### config.mk
export PLATFORM = sky130hd
export DESIGN_NAME = div_arbiter
export DESIGN_NICKNAME = d
export VERILOG_FILES = /design/src/rtl/div_arbiter_pkg.sv /design/src/rtl/div_arbiter_div.sv /design/src/rtl/div_arbiter.sv
export SDC_FILE = /design/constraint.sdc
export NUM_CORES = 1
export LEC_CHECK = 0
export CAP_MARGIN = 20
export CORE_MARGIN = 3
export CORE_UTILIZATION = 50
export CTS_CLUSTER_DIAMETER = 30
export DETAILED_ROUTE_END_ITERATION = 16
export DONT_BUFFER_PORTS = 1
export GPL_ROUTABILITY_DRIVEN = 1
export PLACE_DENSITY = 0.7
export SLEW_MARGIN = 20
export SYNTH_ARGS = -nofsm -noshare
export SYNTH_HDL_FRONTEND = slang
export SYNTH_SLANG_ARGS = --single-unit
export TNS_END_PERCENT = 5
### constraint.sdc
create_clock -name clk -period 12.89 [get_ports clk]
set_input_delay 0.6445 -clock clk [delete_from_list [all_inputs] [get_ports clk]]
set_output_delay 0.6445 -clock clk [all_outputs]
set_load 0.01 [all_outputs]
### src/rtl/div_arbiter_pkg.sv
// Shared types and round-robin search for the divide arbiter.
// Imported by the arbiter top and its sequential divider.
package div_arbiter_pkg;

    typedef enum logic [1:0] {
        ARB,
        START,
        WAIT,
        RESP
    } arb_state_t;

    typedef enum logic [1:0] {
        D_IDLE,
        D_OP,
        D_DONE
    } div_state_t;

    localparam int RR_IDW = 4;
    localparam int RR_MAX = 1 << RR_IDW;

    // First set bit at or after 'first', wrapping within n entries.
    function automatic int rr_pick(
        input logic [RR_MAX-1:0] req,
        input int                n,
        input int                first
    );
        int   idx;
        logic found;
        rr_pick = first;
        found   = 1'b0;
        for (int k = 0; k < RR_MAX; k++) begin
            idx = first + k;
            if (idx >= n) idx = idx - n;
            if (!found && k < n && req[idx[RR_IDW-1:0]]) begin
                found   = 1'b1;
                rr_pick = idx;
            end
        end
    endfunction

endpackage

### src/rtl/div_arbiter_div.sv
// Restoring sequential divider: one quotient bit per clock.
// The first bit is produced on the start edge, done_tick follows W cycles later.
module div
    import div_arbiter_pkg::*;
#(
    parameter int W    = 8,
    parameter int CBIT = 4
) (
    input  logic         clk,
    input  logic         reset,
    input  logic         start,
    input  logic [W-1:0] dvsr,
    input  logic [W-1:0] dvnd,
    output logic         done_tick,
    output logic [W-1:0] quo,
    output logic [W-1:0] rmd
);

    div_state_t      st, st_n;
    logic [W-1:0]    rh, rl, d;
    logic [W-1:0]    src_rh, src_rl, src_d;
    logic [W-1:0]    rh_n, rl_n;
    logic [W:0]      t;
    logic            ge;
    logic            load, step;
    logic [CBIT-1:0] n;

    always_ff @(posedge clk or posedge reset) begin
        if (reset) st <= D_IDLE;
        else       st <= st_n;
    end

    always_comb begin
        st_n = st;
        load = 1'b0;
        step = 1'b0;
        case (st)
            D_IDLE: begin
                if (start) begin
                    load = 1'b1;
                    st_n = D_OP;
                end
            end
            D_OP: begin
                step = 1'b1;
                if (n == CBIT'(1)) st_n = D_DONE;
            end
            D_DONE:  st_n = D_IDLE;
            default: st_n = D_IDLE;
        endcase
    end

    // Shared step: on load it works straight from the input operands.
    always_comb begin
        src_rh = load ? '0   : rh;
        src_rl = load ? dvnd : rl;
        src_d  = load ? dvsr : d;
        t      = {src_rh, src_rl[W-1]};
        ge     = (t >= {1'b0, src_d});
        rh_n   = ge ? (t[W-1:0] - src_d) : t[W-1:0];
        rl_n   = {src_rl[W-2:0], ge};
    end

    always_ff @(posedge clk or posedge reset) begin
        if (reset) begin
            rh <= '0;
            rl <= '0;
            d  <= '0;
            n  <= '0;
        end else if (load) begin
            rh <= rh_n;
            rl <= rl_n;
            d  <= dvsr;
            n  <= CBIT'(W - 1);
        end else if (step) begin
            rh <= rh_n;
            rl <= rl_n;
            n  <= n - 1'b1;
        end
    end

    assign done_tick = (st == D_DONE);
    assign quo       = rl;
    assign rmd       = rh;

endmodule

### src/rtl/div_arbiter.sv
// Round-robin arbiter sharing one sequential divider among N requesters.
// Zero divisors bypass the divider and report all-ones quotient with dbz set.
module div_arbiter
    import div_arbiter_pkg::*;
#(
    parameter int W   = 8,
    parameter int N   = 4,
    parameter int IDW = 2
) (
    input  logic           clk,
    input  logic           reset,
    input  logic [N-1:0]   req,
    input  logic [N*W-1:0] dvnd_in,
    input  logic [N*W-1:0] dvsr_in,
    output logic [N-1:0]   gnt,
    output logic [N-1:0]   done,
    output logic [W-1:0]   quo,
    output logic [W-1:0]   rmd,
    output logic [IDW-1:0] owner,
    output logic           dbz,
    output logic           busy
);

    arb_state_t        state, state_n;
    logic [IDW-1:0]    ptr, idx, win;
    logic [W-1:0]      dvnd_r, dvsr_r;
    logic [W-1:0]      dvnd_a [N];
    logic [W-1:0]      dvsr_a [N];
    logic [RR_MAX-1:0] req_pad;
    logic              grant, zero, finish;
    logic              div_start, div_done, div_rst;
    logic [W-1:0]      div_quo, div_rmd;

    for (genvar i = 0; i < N; i++) begin : g_unpack
        assign dvnd_a[i] = dvnd_in[i*W +: W];
        assign dvsr_a[i] = dvsr_in[i*W +: W];
    end

    assign req_pad = RR_MAX'(req);
    assign win     = IDW'(rr_pick(req_pad, N, int'(ptr)));
    assign busy    = (state != ARB);
    assign div_rst = ~reset;

    always_ff @(posedge clk or negedge reset) begin
        if (!reset) state <= ARB;
        else        state <= state_n;
    end

    always_comb begin
        state_n   = state;
        grant     = 1'b0;
        zero      = 1'b0;
        finish    = 1'b0;
        div_start = 1'b0;
        case (state)
            ARB: begin
                if (|req) begin
                    grant   = 1'b1;
                    state_n = START;
                end
            end
            START: begin
                if (dvsr_r == '0) begin
                    zero    = 1'b1;
                    state_n = RESP;
                end else begin
                    div_start = 1'b1;
                    state_n   = WAIT;
                end
            end
            WAIT: begin
                if (div_done) begin
                    finish  = 1'b1;
                    state_n = RESP;
                end
            end
            RESP:    state_n = ARB;
            default: state_n = ARB;
        endcase
    end

    always_ff @(posedge clk or negedge reset) begin
        if (!reset) begin
            ptr    <= '0;
            idx    <= '0;
            dvnd_r <= '0;
            dvsr_r <= '0;
            gnt    <= '0;
            done   <= '0;
            quo    <= '0;
            rmd    <= '0;
            owner  <= '0;
            dbz    <= 1'b0;
        end else begin
            gnt  <= '0;
            done <= '0;
            if (grant) begin
                idx    <= win;
                dvnd_r <= dvnd_a[win];
                dvsr_r <= dvsr_a[win];
                ptr    <= (win == IDW'(N - 1)) ? '0 : win + 1'b1;
                gnt    <= N'(1) << win;
            end
            if (zero) begin
                quo   <= '1;
                rmd   <= dvnd_r;
                dbz   <= 1'b1;
                owner <= idx;
            end
            if (finish) begin
                quo   <= div_quo;
                rmd   <= div_rmd;
                dbz   <= 1'b0;
                owner <= idx;
            end
            // Results are already registered when RESP is entered.
            if (state == RESP) done <= N'(1) << owner;
        end
    end

    div #(
        .W    (W),
        .CBIT (W)
    ) u_div (
        .clk       (clk),
        .reset     (div_rst),
        .start     (div_start),
        .dvsr      (dvsr_r),
        .dvnd      (dvnd_r),
        .done_tick (div_done),
        .quo       (div_quo),
        .rmd       (div_rmd)
    );

endmodule
==> results.md, run 1 <==
- Clk sinks: just over 80
- Peak supply drop: 0.000185 V
- Die height: 103 µm
- Worst Slack Setup Final: 7.90 ns
- Initial antenna violation count: 4
- Distinct cell type count after synthesis: 53
- DRC: 0
- Die X-Extent: between 100 and 150 µm
- Share of layout cells above drive strength 1: 0.129
- Clock Latency Late Sink: around 0.35 ns
- Number of synthesized flops with an enable pin: 0
- Top cells by area, synth: dfrtp_1 44%, ha_1 6.1%, mux4_1 5.1%
- Largest net degree at the start of global routing: 84
- Pre-CTS setup slack: 7.94 ns
- Leak: between 0.002 and 0.0025 µW
- Nets: between 500 and 600
- Seq/Total Area, Yosys: 0.444
- RSZ-0062 raised after global routing: false
- Global-route wire length before repair: between 15000 and 20000 µm
- Synthesized Nets: roughly 530
- Setup Crit Path Kind: register to register
- Post-synth top area share: 0.444
- Hold Crit Class: input port to asynchronous set/reset pin
- Max Buffers Root-to-Sink: 2
- Yosys top cell by area: dfrtp_1
- Die area: about 0.011 mm²
- Ys flop type: dfrtp_1
- Worst-path clk slew: roughly 0.090 ns
- Drt pass-1 iters: 4
- Buffers on Ports: 0
- Via-per-instance ratio: around 6
- Gr ovfl total: 0
- # rows: 34
- Period minus WS final: between 4 and 5 ns
- Critical path arrival: roughly 5.3 ns
- Worst R2R Path Depth: 13
- Overall power: about 1600 µW
- Startpoint type of the worst setup path: register
- Antenna Violating Nets Remaining: 0
- Relative slew slack: 0.370
- Pwr per Cell Area: about 310 mW/mm²
- WL final: slightly below 10000 µm
- Starting density of the core: 0.526
- Clock Tree Root: clkbuf_8
- Critical Path Fanout Max: 29
- Vias: 3298
- Vias in the first global route: ~3300
- Initial DRC count: 146
- Area of the core: roughly 0.0089 mm²
- Netlist Area Pre-Place: about 0.0047 mm²
- Final Setup Violations: 0
- FF-to-FF setup slack: roughly 7.9 ns
- Mapped Cells: about 430
- Worst EP required: about 13 ns
- Fmax: around 0.2 GHz
- Syn avg cell area: approximately 11 µm²
- Status: finished clean
- Worst Setup SP: dvsr_r[7]
- Hpwl dp: 7340 µm
- Most frequent cell after synthesis: dfrtp_1
- Final Skew: around 0.012 ns
- Routed WL per cell: roughly 18 µm
- CTS resizes: 0
- TNS Setup: 0 ns
- Final Cycle Share: 0.387
- Post-synth ARST share: 1.00
- Inserted Clock Buffers: 9
- CTS tree: built
- Fin util: 0.566
- Layout area overhead: 7.49%
- List of most frequent post-synthesis cells: 83 x dfrtp_1, 43 x nor2_1, 41 x nand2_1
- Filler Cell Count: approximately 730
- RR Endpoint: u_div.rmd[5]
- Final GP Congestion: between 0.8 and 0.9
- Critical R2R Launch: dvsr_r[7]
- Post-CTS Setup Bufs: 0
- Worst-margin pin slew: 0.945 ns
- Critical path endpoint category: register
- I/O pins: between 90 and 100
- Synth Warn #: 0
- Max Slew Vio Count: 0
- Global Route Usage Sum: 0.196
- Flops & latches, synth: 83
- Max-cap violations: 0
- Htree depth: 3
- Final Hold Fails: 0
-- cell type report --
| class | instances | area [µm²] | area share |
|---|---|---|---|
| Multi-Input combinational cell | 307 | 2440 | 0.485 |
| Sequential cell | 83 | 2080 | 0.413 |
| Clock buffer | 10 | 138 | 0.0274 |
| Tap cell | 108 | 135 | 0.0269 |
| Clock inverter | 6 | 96.3 | 0.0192 |
| Inverter | 23 | 86.3 | 0.0172 |
| Timing Repair Buffer | 4 | 50.0 | 0.00995 |
| Antenna cell | 4 | 10.0 | 0.00199 |
-- how the worst max path moves through the flow --
stage,endpoint,slack (ns)
CTS,u_div.rmd[5],7.91
floorplan,u_div.rmd[1],8.45
detailed placement,u_div.rmd[5],7.94
finish,u_div.rmd[5],7.90
global placement,u_div.rmd[5],8.14
global route,u_div.rmd[6],7.54
-- logic make-up after synthesis --
logic type                 Yosys count  synth area share
AOI/OAI and AO/OA                   92             0.131
adders and majority gates           24            0.0658
muxes                               49             0.170
buffers and inverters               41            0.0366
and+or+nand+nor                    134             0.134
xor gates and xnor gates             8            0.0190
DFF                                 83             0.444
-- worst max-delay path: stages, from the launching register on --
cell and delay (ns):
dfrtp_1 0.41, or4_1 0.58, o21ai_1 0.58, or3_1 0.19
buf_4 0.30, mux2i_1 0.42, ha_1 0.31, nor2b_1 0.13
o21ai_0 0.19, a21boi_0 0.21, o31a_1 0.30, o22ai_1 0.49
nor3b_1 0.56, a221o_1 0.24
-- metrics by stage --
stage / cells / hold slack (ns) / instance area, µm²
floorplan: 431 / 0.349 / 4680
global placement: 524 / 0.351 / 4760
detailed placement: 524 / 0.351 / 4760
CTS: 541 / 0.186 / 5020
global route: 545 / 0.165 / 5030
finish: 545 / 0.177 / 5030
-- placed cells by master (no fill, tap or decap), drive strengths merged, types with 4 or more instances in the layout --
cell / instances
a21oi: 20
a221o: 5
a22oi: 13
a31oi: 9
and2: 15
buf: 4
clkbuf: 10
dfrtp: 83
diode: 4
ha: 23
inv: 25
mux2: 23
mux2i: 10
mux4: 16
nand2: 41
nand3: 8
nor2: 43
nor2b: 5
o21ai: 23
or3: 4
xnor2: 5
-- layer usage --
layer	part of all wire	vias to the layer above	track usage
li1	-	1561	-
met2	0.48	121	0.330
met1	0.43	1611	0.249
met3	0.072	5	0.0650
met5	0	-	0
met4	0.0094	0	0.0428
-- sequential cells by signal, indices dropped and copies added, names as in the netlist, named ones only --
| name | cells |
|---|---|
| dvnd_r | 8 |
| dvsr_r | 8 |
| quo | 8 |
| rmd | 8 |
| u_div.n | 8 |
| u_div.quo | 8 |
| u_div.rmd | 8 |
| u_div.d | 7 |
| done | 4 |
| gnt | 4 |
| idx | 2 |
| owner | 2 |
| ptr | 2 |
| state | 2 |
| u_div.st | 2 |
| dbz | 1 |
-- what timing repair did --
item	4_1_cts	5_1_grt
hold endpoints to repair	83	0
hold buffers	1	0
endpoints found under the setup margin	0	0
-- power breakdown --
| part | leakage, µW | switching, µW | total, µW | internal (µW) |
|---|---|---|---|---|
| clock | 0.000115 | 98.6 | 215 | 117 |
| sequential | 0.00104 | 128 | 513 | 384 |
| combinational | 0.00113 | 419 | 843 | 424 |
(Power assumes the default switching activity.)
==> run 2: changes to the inputs <==
--- a/config.mk
+++ b/config.mk
@@ -12,7 +12,7 @@
 export DETAILED_ROUTE_END_ITERATION = 16
 export DONT_BUFFER_PORTS = 1
 export GPL_ROUTABILITY_DRIVEN = 1
-export PLACE_DENSITY = 0.7
+export PLACE_DENSITY = 0.73
 export SLEW_MARGIN = 20
 export SYNTH_ARGS = -nofsm -noshare
 export SYNTH_HDL_FRONTEND = slang
==> constraint.sdc (replaced) <==
create_clock -name clk -period 4.2 [get_ports clk]
set_input_delay 0.21 -clock clk [delete_from_list [all_inputs] [get_ports clk]]
set_output_delay 0.21 -clock clk [all_outputs]
set_load 0.01 [all_outputs]
==> run 2 against run 1 <==
Compared with the run above: cell area up 0.67%; clock power rose to 2.8 times the previous value; maximum frequency up 29%; critical endpoint is now u_div.rmd[3]; largest power group unchanged.
==> results.md, run 2 (synthesized netlist as in run 1, its figures left out) <==
- Status: finished clean
- Clock Latency Late Sink: 0.36 ns
- Inserted Clock Buffers: 9
- Final Hold Fails: 0
- FF-to-FF setup slack: 0.33 ns
- Hold Crit Class: input port to register
- Critical path arrival: around 4.2 ns
- Setup Crit Path Kind: register to register
- Antenna Violating Nets Remaining: 0
- Gr ovfl total: 0
- Layout area overhead: 8.21%
- Fmax: roughly 0.26 GHz
- Internal power: between 2000 and 3000 µW
- Vias: 3338
- Final Skew: between 0.009 and 0.01 ns
- Vias in the first global route: between 3000 and 4000
- Clock Tree Root: clkbuf_8
- Worst-path clk slew: approximately 0.08 ns
- Most frequent cells in the layout: 83 x dfrtp_1, 42 x nor2_1, 41 x nand2_1
- Final Cycle Share: 0.922
- Largest net degree at the start of global routing: between 80 and 90
- Final GP Congestion: roughly 0.85
- Sw power: about 2000 µW
- Logic gate share of total power: 0.554
- Global-route wire length before repair: 16500 µm
- RSZ-0062 raised after global routing: false
- Relative slew slack: 0.476
- Clock share of power: 0.123
- Antenna diodes: 0
- CTS resizes: 0
- # rows: 34
- Critical Path Fanout Max: 10
- TNS Setup: 0 ns
- Htree depth: 3
- Period minus WS final: between 3 and 4 ns
- Pre-CTS setup slack: 0.368 ns
- Most common cell after layout, fill and taps aside: dfrtp_1
- I/O pins: between 90 and 100
- Clk sinks: 83
- Die height: 103 µm
- Placed cell areas: approximately 0.0048 mm²
- Post-CTS Setup Bufs: 0
- Share of layout cells above drive strength 1: 0.145
- Routed WL per cell: ~18 µm
- CTS tree: built
- Net Sw Frac: 0.414
- Area of the core: roughly 0.0089 mm²
- WL final: approximately 10000 µm
- Overall power: 4830 µW
- Via-per-instance ratio: 6.09
- Max-cap violations: 0
- Nets: between 500 and 600
- Pwr per Cell Area: roughly 950 mW/mm²
- Finished Cell Area: between 0.005 and 0.006 mm²
- Die X-Extent: slightly above 100 µm
- Worst Slack Setup Final: approximately 0.33 ns
- Die area: 0.0106 mm²
- Startpoint type of the worst setup path: register
- Worst EP required: about 4.5 ns
- Max Slew Vio Count: 0
- DRC: 0
- Final Setup Violations: 0
- Drt pass-1 iters: 5
- Leak: roughly 0.0023 µW
- Initial antenna violation count: 0
- Peak supply drop: 0.000499 V
- Max Buffers Root-to-Sink: 2
- Global Route Usage Sum: 0.200
- Worst-margin pin slew: around 0.8 ns
- Critical path endpoint category: register
- Starting density of the core: 0.526
- Hpwl dp: roughly 7500 µm
- Buffers on Ports: 0
- Seq pwr share: 0.323
- Initial DRC count: 274
run 2: cell count changes in the layout (fill, tap and decap cells not counted), sizes merged:
| cell | delta |
|---|---|
| bufinv | -1 |
| dlygate4sd3 | +1 |
| diode | -4 |
| inv | -1 |
| clkbuf | +1 |
| buf | +6 |
| clkinv | +1 |
run 2: routing by layer:
layer,up-vias,global-route usage,part of all wire
li1,1570,-,-
met1,1609,0.270,0.42
met5,-,0,0
met4,0,0.0339,0.0078
met3,6,0.0589,0.088
met2,153,0.327,0.48
run 2: power by group through the flow:
stage	logic, µW	registers [µW]	clock network [µW]
finish	2680	1560	595
floorplan	2240	1440	0
CTS	2690	1560	609
detailed placement	2660	1570	0
global route	2990	1610	652
global placement	2590	1550	0
run 2: final timing paths:
path                             from            to  cells past startpoint
setup reg to reg            dvsr_r[7]  u_div.rmd[3]                     13
max in group asynchronous       reset     dvsr_r[5]                      2
hold / removal             dvnd_in[6]     dvnd_r[6]                      2
setup / recovery            dvsr_r[7]  u_div.rmd[3]                     13
hold reg to reg            u_div.n[5]    u_div.n[5]                      1
min in group asynchronous       reset        quo[5]                      2
run 2: per-stage QoR:
stage	std cells	hold slack, ns	util
CTS	548	0.203	0.570
detailed placement	530	-0.0837	0.542
floorplan	431	-0.0856	-
global route	548	0.199	0.570
global placement	530	-0.0830	0.542
finish	548	0.214	0.570
run 2: final cells by class:
class / instances / area [µm²]
tap: 108 / 135
sequential: 83 / 2080
clock buffer: 11 / 151
timing repair buffer: 11 / 105
fill: 737 / 3830
inverter: 23 / 86.3
clock inverter: 5 / 60.1
multi-input combinational: 307 / 2450
run 2: critical path, stage by stage, from the launching register on:
cell       delay [ns]
dfrtp_1          0.40
or4_1            0.58
o21ai_1          0.21
or3_1            0.27
buf_4            0.22
mux2_2           0.36
ha_1             0.20
nor2b_1          0.11
o21ai_0          0.10
a21boi_0         0.40
o31a_1           0.21
o22ai_2          0.15
a2111oi_0        0.44
a221o_1          0.17
run 2: what timing repair did:
item                                    CTS  global route
hold endpoints to repair                 83             0
endpoints found under the setup margin    0             0
hold buffers                              2             0
